===== src/rtl/mipi_rx_pkg.sv =====
// Shared types and constants for the MIPI RX message assembler.
package mipi_rx_pkg;

  typedef enum logic [1:0] {
    ST_IDLE    = 2'd0,
    ST_COLLECT = 2'd1,
    ST_HOLD    = 2'd2
  } state_e;

  localparam logic [47:0] HDR_DEFAULT = 48'hA0B0C0A0B0C0;

  // Beats needed to cover a message; the final beat may be partially used.
  function automatic int nwords_f(input int dlen, input int word_w);
    return (dlen + word_w - 1) / word_w;
  endfunction

endpackage


===== src/rtl/sat_cnt16.sv =====
// 16-bit event counter that sticks at all-ones instead of wrapping.
module sat_cnt16 (
  input  logic        clk,
  input  logic        rst,
  input  logic        en,
  output logic [15:0] cnt
);

  logic [15:0] cnt_q;

  always_ff @(posedge clk or posedge rst) begin
    if (rst)                          cnt_q <= '0;
    else if (en && cnt_q != 16'hFFFF) cnt_q <= cnt_q + 16'd1;
  end

  assign cnt = cnt_q;

endmodule


===== src/rtl/mipi_rx_assembler.sv =====
// Assembles HDR-framed MIPI RX beats on one locked virtual channel into a
// DLEN-bit message held until the consumer accepts it.
module mipi_rx_assembler
  import mipi_rx_pkg::*;
#(
  parameter int                DLEN   = 512,
  parameter int                WORD_W = 48,
  parameter int                NUM_VC = 4,
  parameter logic [WORD_W-1:0] HDR    = WORD_W'(HDR_DEFAULT)
) (
  input  logic              rx_pixel_clk,
  input  logic              rst,
  input  logic              rx_valid,
  input  logic [63:0]       rx_data,
  input  logic [1:0]        rx_vc,
  input  logic [17:0]       rx_error,
  input  logic [NUM_VC-1:0] vc_ena,
  output logic [DLEN-1:0]   data,
  output logic              data_valid,
  input  logic              data_ready,
  output logic [1:0]        data_vc,
  output logic              busy,
  output logic [15:0]       frame_cnt,
  output logic [15:0]       err_cnt,
  output logic [15:0]       drop_cnt
);

  localparam int NWORDS = nwords_f(DLEN, WORD_W);
  localparam int CW     = $clog2(NWORDS + 1);
  localparam logic [CW-1:0] LAST = CW'(NWORDS - 1);

  state_e        state_q, state_d;
  logic [CW-1:0] wcnt_q, wcnt_d;
  logic [1:0]    vc_q, vc_d;
  logic          store, err_inc, frame_inc, drop_inc;
  logic [3:0]    ena4;
  logic          qual, is_hdr, has_err;

  // Channels beyond NUM_VC read as disabled.
  always_comb begin
    ena4 = '0;
    for (int i = 0; i < NUM_VC; i++) ena4[i] = vc_ena[i];
  end

  assign qual    = rx_valid && ena4[rx_vc];
  assign is_hdr  = (rx_data[WORD_W-1:0] == HDR);
  assign has_err = rx_valid && (rx_error != '0);

  always_comb begin
    state_d   = state_q;
    wcnt_d    = wcnt_q;
    vc_d      = vc_q;
    store     = 1'b0;
    err_inc   = 1'b0;
    frame_inc = 1'b0;
    drop_inc  = 1'b0;
    case (state_q)
      ST_IDLE: begin
        if (qual && is_hdr) begin
          vc_d    = rx_vc;
          wcnt_d  = '0;
          state_d = ST_COLLECT;
        end
      end
      ST_COLLECT: begin
        if (has_err) begin
          err_inc = 1'b1;
          state_d = ST_IDLE;
        end else if (qual && rx_vc == vc_q) begin
          if (is_hdr) begin
            err_inc = 1'b1;
            wcnt_d  = '0;
          end else begin
            store = 1'b1;
            if (wcnt_q == LAST) state_d = ST_HOLD;
            else                wcnt_d  = wcnt_q + CW'(1);
          end
        end
      end
      ST_HOLD: begin
        if (data_ready) begin
          frame_inc = 1'b1;
          // A header arriving on the hand-off cycle starts the next message.
          if (qual && is_hdr) begin
            vc_d    = rx_vc;
            wcnt_d  = '0;
            state_d = ST_COLLECT;
          end else begin
            state_d = ST_IDLE;
          end
        end else if (qual) begin
          drop_inc = 1'b1;
        end
      end
      default: state_d = ST_IDLE;
    endcase
  end

  always_ff @(posedge rx_pixel_clk or posedge rst) begin
    if (rst) begin
      state_q <= ST_IDLE;
      wcnt_q  <= '0;
      vc_q    <= '0;
    end else begin
      state_q <= state_d;
      wcnt_q  <= wcnt_d;
      vc_q    <= vc_d;
    end
  end

  // One register per beat slot; the last slot keeps only the bits that fit.
  for (genvar w = 0; w < NWORDS; w++) begin : g_word
    localparam int LO = w * WORD_W;
    localparam int WB = (DLEN - LO < WORD_W) ? (DLEN - LO) : WORD_W;
    logic [WB-1:0] word_q;
    always_ff @(posedge rx_pixel_clk or posedge rst) begin
      if (rst)                               word_q <= '0;
      else if (store && wcnt_q == CW'(w))    word_q <= rx_data[WB-1:0];
    end
    assign data[LO +: WB] = word_q;
  end

  assign data_valid = (state_q == ST_HOLD);
  assign busy       = (state_q != ST_IDLE);
  assign data_vc    = vc_q;

  sat_cnt16 u_frame (.clk(rx_pixel_clk), .rst(rst), .en(frame_inc), .cnt(frame_cnt));
  sat_cnt16 u_err   (.clk(rx_pixel_clk), .rst(rst), .en(err_inc),   .cnt(err_cnt));
  sat_cnt16 u_drop  (.clk(rx_pixel_clk), .rst(rst), .en(drop_inc),  .cnt(drop_cnt));

endmodule


===== config.mk =====
export PLATFORM = sky130hd
export DESIGN_NAME = mipi_rx_assembler
export DESIGN_NICKNAME = d
export VERILOG_FILES = /design/src/rtl/mipi_rx_pkg.sv /design/src/rtl/sat_cnt16.sv /design/src/rtl/mipi_rx_assembler.sv
export SDC_FILE = /design/constraint.sdc
export NUM_CORES = 1
export LEC_CHECK = 0
export CAP_MARGIN = 20
export CORE_AREA = 2 2 259 261
export DETAILED_ROUTE_END_ITERATION = 10
export DIE_AREA = 0 0 261 263
export PLACE_DENSITY_LB_ADDON = 0.3
export SYNTH_ARGS = -nofsm -noshare
export SYNTH_HDL_FRONTEND = slang
export SYNTH_SLANG_ARGS = --single-unit

===== constraint.sdc =====
create_clock -name rx_pixel_clk -period 18.9 [get_ports rx_pixel_clk]
set_clock_uncertainty 0.05 [all_clocks]
set_input_delay 2.835 -clock rx_pixel_clk [delete_from_list [all_inputs] [get_ports rx_pixel_clk]]
set_output_delay 2.835 -clock rx_pixel_clk [all_outputs]
set_load 0.005 [all_outputs]

==> results.yml, run 1 <==
pwr:
  clockPowerShare_pct: 47.7
  pwr-share-comb_pct: 2.8
  ir_worst_vdd_uv: 68.0
  pwr-share-seq_pct: 49.5
  powerDensity_nw_per_um2: 78.4
  p_switching_uw: 532
  p_sw_share_pct: 21.7
  p_int_mw: 1.92
  p_leak_nw: 14.9
  power.total_mw: 2.46
cells_and_area:
  fillers: 5684
  nets: 2139
  drive_gt1_share_pct: 30.5
  final_cell_mix: "639 x clkdlybuf4s50_1, 568 x dfrtp_1, 508 x mux2_2"
  syn2layout_area_growth_pct: 41.6
  insertedDiodeCount: 0
  layout.cells.most_common: "clkdlybuf4s50_1"
global_routing:
  grt_pass1_vias: 15200
  grt_util_all_layers_pct: 19.9
  grt_pass1_wl_um: 102000
  antenna_found_initial: 2
  grt_max_degree: 173
  overflow: 0
synthesis:
  synth_ff_type: "dfrtp_1"
  synthDistinctLibCells: 44
  synth_compound_area_share_pct: 0.667
  ys_ff_latch: 568
  synth_edf_count: 0
  yosysSeqAreaShare_pct: 64.2
  synth_top_family_by_area: "multiplexers"
  synth-simple-area-share_pct: 3.92
  synthXorXnorAreaFrac_pct: 1.82
  ys.warnings.count: 0
  synth-adder-area-share_pct: 0.396
  syn_area_um2: 22100
  async_flop_share_pct: 100
  synth_cells: 1424
  synthMuxAreaShare_pct: 26.4
  avgSynthCellArea_um2: 15.5
  synth_fp_nets: 1523
detailed_routing:
  drc: 0
  vias: 14400
  routed_wl_um: 69700
  drtAntennaViolNets: 0
  first_pass_iters: 4
  avgRoutedWirePerCell_um: 23.7
  drt-vias-per-instance: 4.90
  drt-initial-drc-count: 666
cts:
  clk_latency_ps: 600
  clockBufferDepth: 3
  cts_resized: 0
  cts_max_level: 2
  numCtsBuffers: 60
  clk_pin_slew_ps: 60
  cts_root_buf: "clkbuf_16"
  cts-hold-fix-buffers: 0
  cts_sinks: 568
  cts_setup_buffers: 0
  cts_tree: "done"
place:
  port_buffers: 639
  post-place-ws_ps: 10980
  dp_hpwl_um: 46800
  place_congestion: 0.797
floorplan:
  start_util_pct: 33.7
  ioPinCount: 656
  dieArea_um2: 68600
  die_width_um: 261
  dieHeight_um: 263
  core_um2: 65600
  rows: 94
worst_setup_path:
  arrival_ps: 7380
  end_kind: "flop"
  cp-start-kind: "input port"
  cpMaxStageDelayCell: "clkdlybuf4s50_1"
  path_max_fanout: 26
  worstPathCellList: "clkdlybuf4s50_1, nor4b_1, nand4_1, nor3_2, nor4_4, nand3_4, buf_4, mux2_2"
  critical-path-max-stage-delay_ps: 900
  worstSetupPathType: "in -> reg"
  worstPathRequired_ps: 19320
job:
  maxCapViolCount: 0
sta:
  period_share_pct: 36.8
  slew_headroom_pct: 25.2
  period_minus_slack_ps: 6960
  finalHoldViolCount: 0
  setup_viol: 0
  rsz0062_at_grt: "no"
  fmax_mhz: 144
  worst_slack_ps: 11940
  worstMarginPinSlew_ps: 1110
  setup-tns-final_ps: 0
  hold_ws_ps: 442
  final_max_slew_viol_count: 0
run_status:
  status: "finished, final reports clean"
hold_path:
  hp-class: "reg -> reg"
## registers in the layout (all words and copies together), names as in the netlist
name,count
u_err.cnt,16
state_q,2
wcnt_q,4
g_word.word_q,512
u_drop.cnt,16
data_vc,2
u_frame.cnt,16
## per-stage QoR
| step | area [um2] | util, % | cells |
|---|---|---|---|
| after global routing | 31300 | 47.8 | 2946 |
| after detailed placement | 29400 | 44.7 | 2840 |
| after floorplan | 22100 | - | 1424 |
| after global placement | 29400 | 44.7 | 2840 |
| after CTS | 31300 | 47.7 | 2944 |
| final | 31300 | 47.8 | 2946 |
## power by group through the flow
stage / Sequential (mW) / Combinational [mW] / Clock, mW
after floorplan: 1.24 / 0.0315 / 0
after CTS: 1.22 / 0.0705 / 1.21
after detailed placement: 1.24 / 0.0705 / 0
final: 1.22 / 0.0681 / 1.17
after global routing: 1.22 / 0.0765 / 1.26
after global placement: 1.24 / 0.0690 / 0
## layer usage
| metal | track usage, % | up-vias | wire, um |
|---|---|---|---|
| li1 | - | 6274 | - |
| met1 | 23.9 | 7551 | 27400 |
| met2 | 34.2 | 480 | 34800 |
| met3 | 5.75 | 119 | 5200 |
| met4 | 6.65 | 0 | 2290 |
| met5 | 0 | - | 0 |
## logic make-up after synthesis
logic type                 count (synthesis)
AOI/OAI and AO/OA                         18
muxes                                    518
DFF                                      568
adders and majority gates                  7
and+or+nand+nor                          148
xor gates and xnor gates                  46
buffers and inverters                    119
## worst paths after layout
check | start | to | slack [ps] | cells past startpoint
worst max-delay path | rx_data[45] | g_word[4].word_q[7] | 11940 | 8
worst min-delay path | g_word[7].word_q[8] | g_word[7].word_q[8] | 440 | 1
worst max register to register | state_q[1] | g_word[4].word_q[7] | 14960 | 7
worst min register to register | g_word[7].word_q[8] | g_word[7].word_q[8] | 440 | 1
max in group asynchronous | rst | g_word[2].word_q[20] | 12880 | 5
min in group asynchronous | rst | g_word[6].word_q[2] | 2740 | 2
## synthesized netlist by cell type, drive strengths merged, types with 4 or more instances
library cell	number	area share, %
nand3	27	0.61
nand2	21	0.36
nor2b	6	0.17
or4	4	0.14
buf	30	1.1
clkbuf	77	1.3
mux2	517	26
nor4b	5	0.20
dfrtp	568	64
nand4	18	0.51
and4	4	0.16
xor2	13	0.51
nor3	11	0.27
nand2b	4	0.11
xnor2	33	1.3
and3	10	0.28
inv	12	0.20
ha	7	0.40
nor2	8	0.14
nor4	18	0.58
## area by class of cell
| class | instances | area, um2 | area share [%] |
|---|---|---|---|
| Sequential cell | 568 | 14200 | 45.3 |
| Multi-Input combinational cell | 737 | 7450 | 23.8 |
| Timing Repair Buffer | 661 | 6610 | 21.1 |
| Clock buffer | 85 | 1700 | 5.41 |
| Tap cell | 864 | 1080 | 3.45 |
| Clock inverter | 19 | 251 | 0.802 |
| Inverter | 12 | 52.6 | 0.168 |
## critical path: cells and delay by family
| family | cells | cell delay [ps] |
|---|---|---|
| buffers and inverters | 2 | 1400 |
| and+or+nand+nor | 5 | 2670 |
| muxes | 1 | 400 |
Note: power is estimated with default switching activity, not from simulation.
==> run 2, diff against run 1 <==
Settings changed: CORE_AREA 2 2 259 261 to 2 2 255 257, DIE_AREA 0 0 261 263 to 0 0 257 259.
Clock period 18.9 ns to 7.25 ns, I/O delays scaled along.
==> run 2 against run 1 <==
Net effect:
- clock power rose to 2.7 times the previous value
- clock-buffer cell count is 3 higher
- register-to-register slack got worse by 12000 ps
- critical path depth unchanged
- die area decreased by 3.0%
- final cell count stayed put
- sequential share of layout area decreased by 0.13 points
- final area is 0.29% higher
- sequential cell count is the same
- via count up 0.11%
- worst setup slack got worse by 9700 ps
==> results.yml, run 2 (synthesized netlist as in run 1, its figures left out) <==
run_status:
  status: "finished, final reports clean"
worst_setup_path:
  critical-path-max-stage-delay_ps: 890
  end_kind: "flop"
  path_buf_inv: 2
  path_max_fanout: 31
  cpMaxStageDelayCell: "clkdlybuf4s50_1"
  crit_family: "simple AND/OR/NAND/NOR gates"
  worstPathRequired_ps: 7690
  worstPathCellList: "clkdlybuf4s50_1, nor4b_1, nand4_1, nor3_2, nor4_4, nand3_4, buf_4, mux2_2"
  cp-start-kind: "input port"
  worstSetupPathType: "in -> reg"
  arrival_ps: 5420
cts:
  cts_resized: 0
  clk_latency_ps: 610
  cts_sinks: 568
  clockBufferDepth: 3
  cts-hold-fix-buffers: 0
  clk_pin_slew_ps: 60
  cts_setup_buffers: 0
  cts_max_level: 2
  cts_tree: "done"
  cts_root_buf: "clkbuf_16"
  numCtsBuffers: 60
pwr:
  ir_worst_vdd_uv: 187
  pwr-share-seq_pct: 49.1
  powerDensity_nw_per_um2: 205
  clockPowerShare_pct: 48.2
  p_int_mw: 5.07
  p_switching_mw: 1.38
  pwr-share-comb_pct: 2.7
  p_sw_share_pct: 21.4
  p_leak_nw: 15.0
cells_and_area:
  largest_reg_flops: 512
  insertedDiodeCount: 0
  post-route-util_pct: 49.2
  syn2layout_area_growth_pct: 42.1
  final_cell_mix: "639 x clkdlybuf4s50_1, 568 x dfrtp_1, 508 x mux2_2"
  fillers: 5504
  top_register: "g_word.word_q"
  drive_gt1_share_pct: 30.8
  multi_input_area_um2: 7450
  layout.area.seq_um2: 14200
  nets: 2140
  layout.cells.most_common: "clkdlybuf4s50_1"
  fin_cells: 2946
place:
  dp_hpwl_um: 45900
  port_buffers: 639
  dp_cells: 2833
  place_congestion: 0.804
global_routing:
  grt_max_degree: 173
  overflow: 0
  grt_util_all_layers_pct: 20.1
  antenna_found_initial: 0
  grt_pass1_wl_um: 101000
  grt_pass1_vias: 15300
sta:
  setup_viol: 0
  period_share_pct: 68.7
  rsz0062_at_grt: "no"
  final_max_slew_viol_count: 0
  hold_ws_ps: 442
  period_minus_slack_ps: 4980
  worstMarginPinSlew_ps: 1110
  finalHoldViolCount: 0
  slew_headroom_pct: 26.0
  fmax_mhz: 201
floorplan:
  start_util_pct: 34.6
  dieArea_um2: 66600
  core_um2: 63900
  rows: 93
  ioPinCount: 656
  dieHeight_um: 259
  die_width_um: 257
detailed_routing:
  avgRoutedWirePerCell_um: 23.2
  drt-initial-drc-count: 655
  drt-vias-per-instance: 4.90
  first_pass_iters: 4
  vias: 14400
  drc: 0
  drtAntennaViolNets: 0
  routed_wl_um: 68400
job:
  maxCapViolCount: 0
hold_path:
  hp-class: "reg -> reg"
-- run 2: cell count changes in the layout (fill, tap and decap cells not counted) --
cell,delta
buf_4,-1
clkbuf_8,+5
inv_6,-1
inv_8,-1
clkbuf_1,-2
clkinvlp_4,-3
clkinv_2,+10
buf_12,+2
-- run 2: worst paths after layout --
| kind | cells past startpoint | endpoint | slack, ps | startpoint |
|---|---|---|---|---|
| max reg2reg | 6 | g_word[4].word_q[19] | 3300 | state_q[1] |
| max in group asynchronous | 4 | g_word[9].word_q[9] | 4630 | rst |
| min in group asynchronous | 2 | g_word[2].word_q[5] | 880 | rst |
| min reg2reg | 1 | u_frame.cnt[4] | 440 | u_frame.cnt[4] |
| max | 8 | g_word[5].word_q[32] | 2270 | rx_data[45] |
| min | 1 | u_frame.cnt[4] | 440 | u_frame.cnt[4] |
-- run 2: routing by layer --
layer | vias to the layer above | track usage [%] | routed length, um
met5 | - | 0 | 0
met4 | 0 | 6.78 | 2270
met3 | 121 | 5.48 | 4370
met2 | 468 | 35.1 | 34500
met1 | 7558 | 24.0 | 27300
li1 | 6293 | - | -
-- run 2: final cells by class --
class	count	area share, %
sequential	568	45.2
multi-input combinational	737	23.7
timing repair buffer	662	21.1
clock buffer	88	5.59
tap	855	3.40
clock inverter	24	0.836
inverter	12	0.155
-- run 2: power groups by stage --
stage	clock network, mW	registers (mW)	logic, mW
2_1_floorplan	0	3.23	0.0826
3_3_place_gp	0	3.23	0.179
3_5_place_dp	0	3.23	0.181
4_1_cts	3.19	3.17	0.182
5_1_grt	3.32	3.17	0.195
6_report	3.11	3.17	0.175
-- run 2: per-stage QoR --
stage | setup TNS, ps | power (mW) | area (um2) | setup slack, ps
after floorplan | -921940 | 3.32 | 22100 | -1620
after global placement | 0 | 3.41 | 29400 | 1350
after detailed placement | 0 | 3.41 | 29400 | 1310
after CTS | 0 | 6.54 | 31400 | 1970
after global routing | 0 | 6.69 | 31400 | 1980
final | 0 | 6.46 | 31400 | 2270
==> variant, RTL diff (settings of run 2) <==
`WORD_W`: 48 -> 52.
--- a/src/rtl/mipi_rx_assembler.sv
+++ b/src/rtl/mipi_rx_assembler.sv
@@ -6,3 +6,3 @@
   parameter int                DLEN   = 512,
-  parameter int                WORD_W = 48,
+  parameter int                WORD_W = 52,
   parameter int                NUM_VC = 4,
Function: changed (a bounded check fails within 4 cycles, from zero or initial values and one cycle with rst high).
==> variant against run 2 <==
First-iteration DRC count is 10% lower; cell area is 0.64% higher; worst hold slack worse by 0.012 ns; wire length is 1.8% higher; utilization is 0.31 points higher; area after synthesis is 1.0% higher; power is 4.5% higher; sequential cell count stayed put; non-clock buffer count is 6 higher; setup slack better by 0.26 ns; clock power is 6.8% higher; critical endpoint is now g_word[1].word_q[4].
==> variant: results <==
{
  "vias": 14409,
  "grt_pass1_wl_um": 103000,
  "synth_xor_area_share_pct": 1.80,
  "gp_congestion": 0.814,
  "wl_per_cell_um": 23.5,
  "placed_cell_area_um2": 29400,
  "status": "finished clean",
  "drive_gt1_share_pct": 18.7,
  "yosysSeqAreaShare_pct": 63.6,
  "dp_slack_ns": 1.68,
  "startpoint": "rx_error[9]",
  "crit_fanout": 35,
  "port_buffers": 643,
  "nets": 2157,
  "ff2ff_path_depth": 7,
  "first_iter_violations": 587,
  "dp_cells": 2850,
  "grt_pass1_vias": 15277,
  "synthCells": 1442,
  "synth_compound_area_share_pct": 0.397,
  "r2r_setup_slack_ns": 4.13,
  "grt_antenna_before_repair": 3,
  "synth_fp_nets": 1541,
  "yosys-top-cells-area": "dfrtp_1 64%, mux2_1 13%, mux2_2 13%",
  "holdCritStartpoint": "g_word[1].word_q[8]"
}
[variant: cell types whose count changed after synthesis, sizes merged, moves of 3 or more]
cell    change
a41oi       -3
and3        -4
and4bb      +3
buf        +27
clkbuf     -20
nand2      +12
nand3       -6
nand4       -4
nand4b      +3
nor2       +17
nor4        -5
nor4b       +6
xnor2      -16
xor2       +16
[variant: cell type report]
cell class / count / area (um^2)
timing repair buffer: 668 / 6670
inverter: 11 / 45.0
clock buffer: 84 / 1740
clock inverter: 28 / 432
tap: 855 / 1070
sequential: 568 / 14200
multi-input combinational: 749 / 7460
antenna: 1 / 2.50
fill: 5407 / 32200
[variant: metal layers]
layer / GRT usage, % / vias to the layer above / wire [um]
met3: 5.64 / 133 / 4460
met1: 25.2 / 7425 / 28400
li1: - / 6331 / -
met4: 7.57 / 0 / 2530
met2: 35.1 / 520 / 34200
met5: 0 / - / 0
[variant: power breakdown]
group          internal (mW)  switching [mW]
sequential              3.19          0.0117
clock                   2.03            1.28
combinational         0.0826           0.148
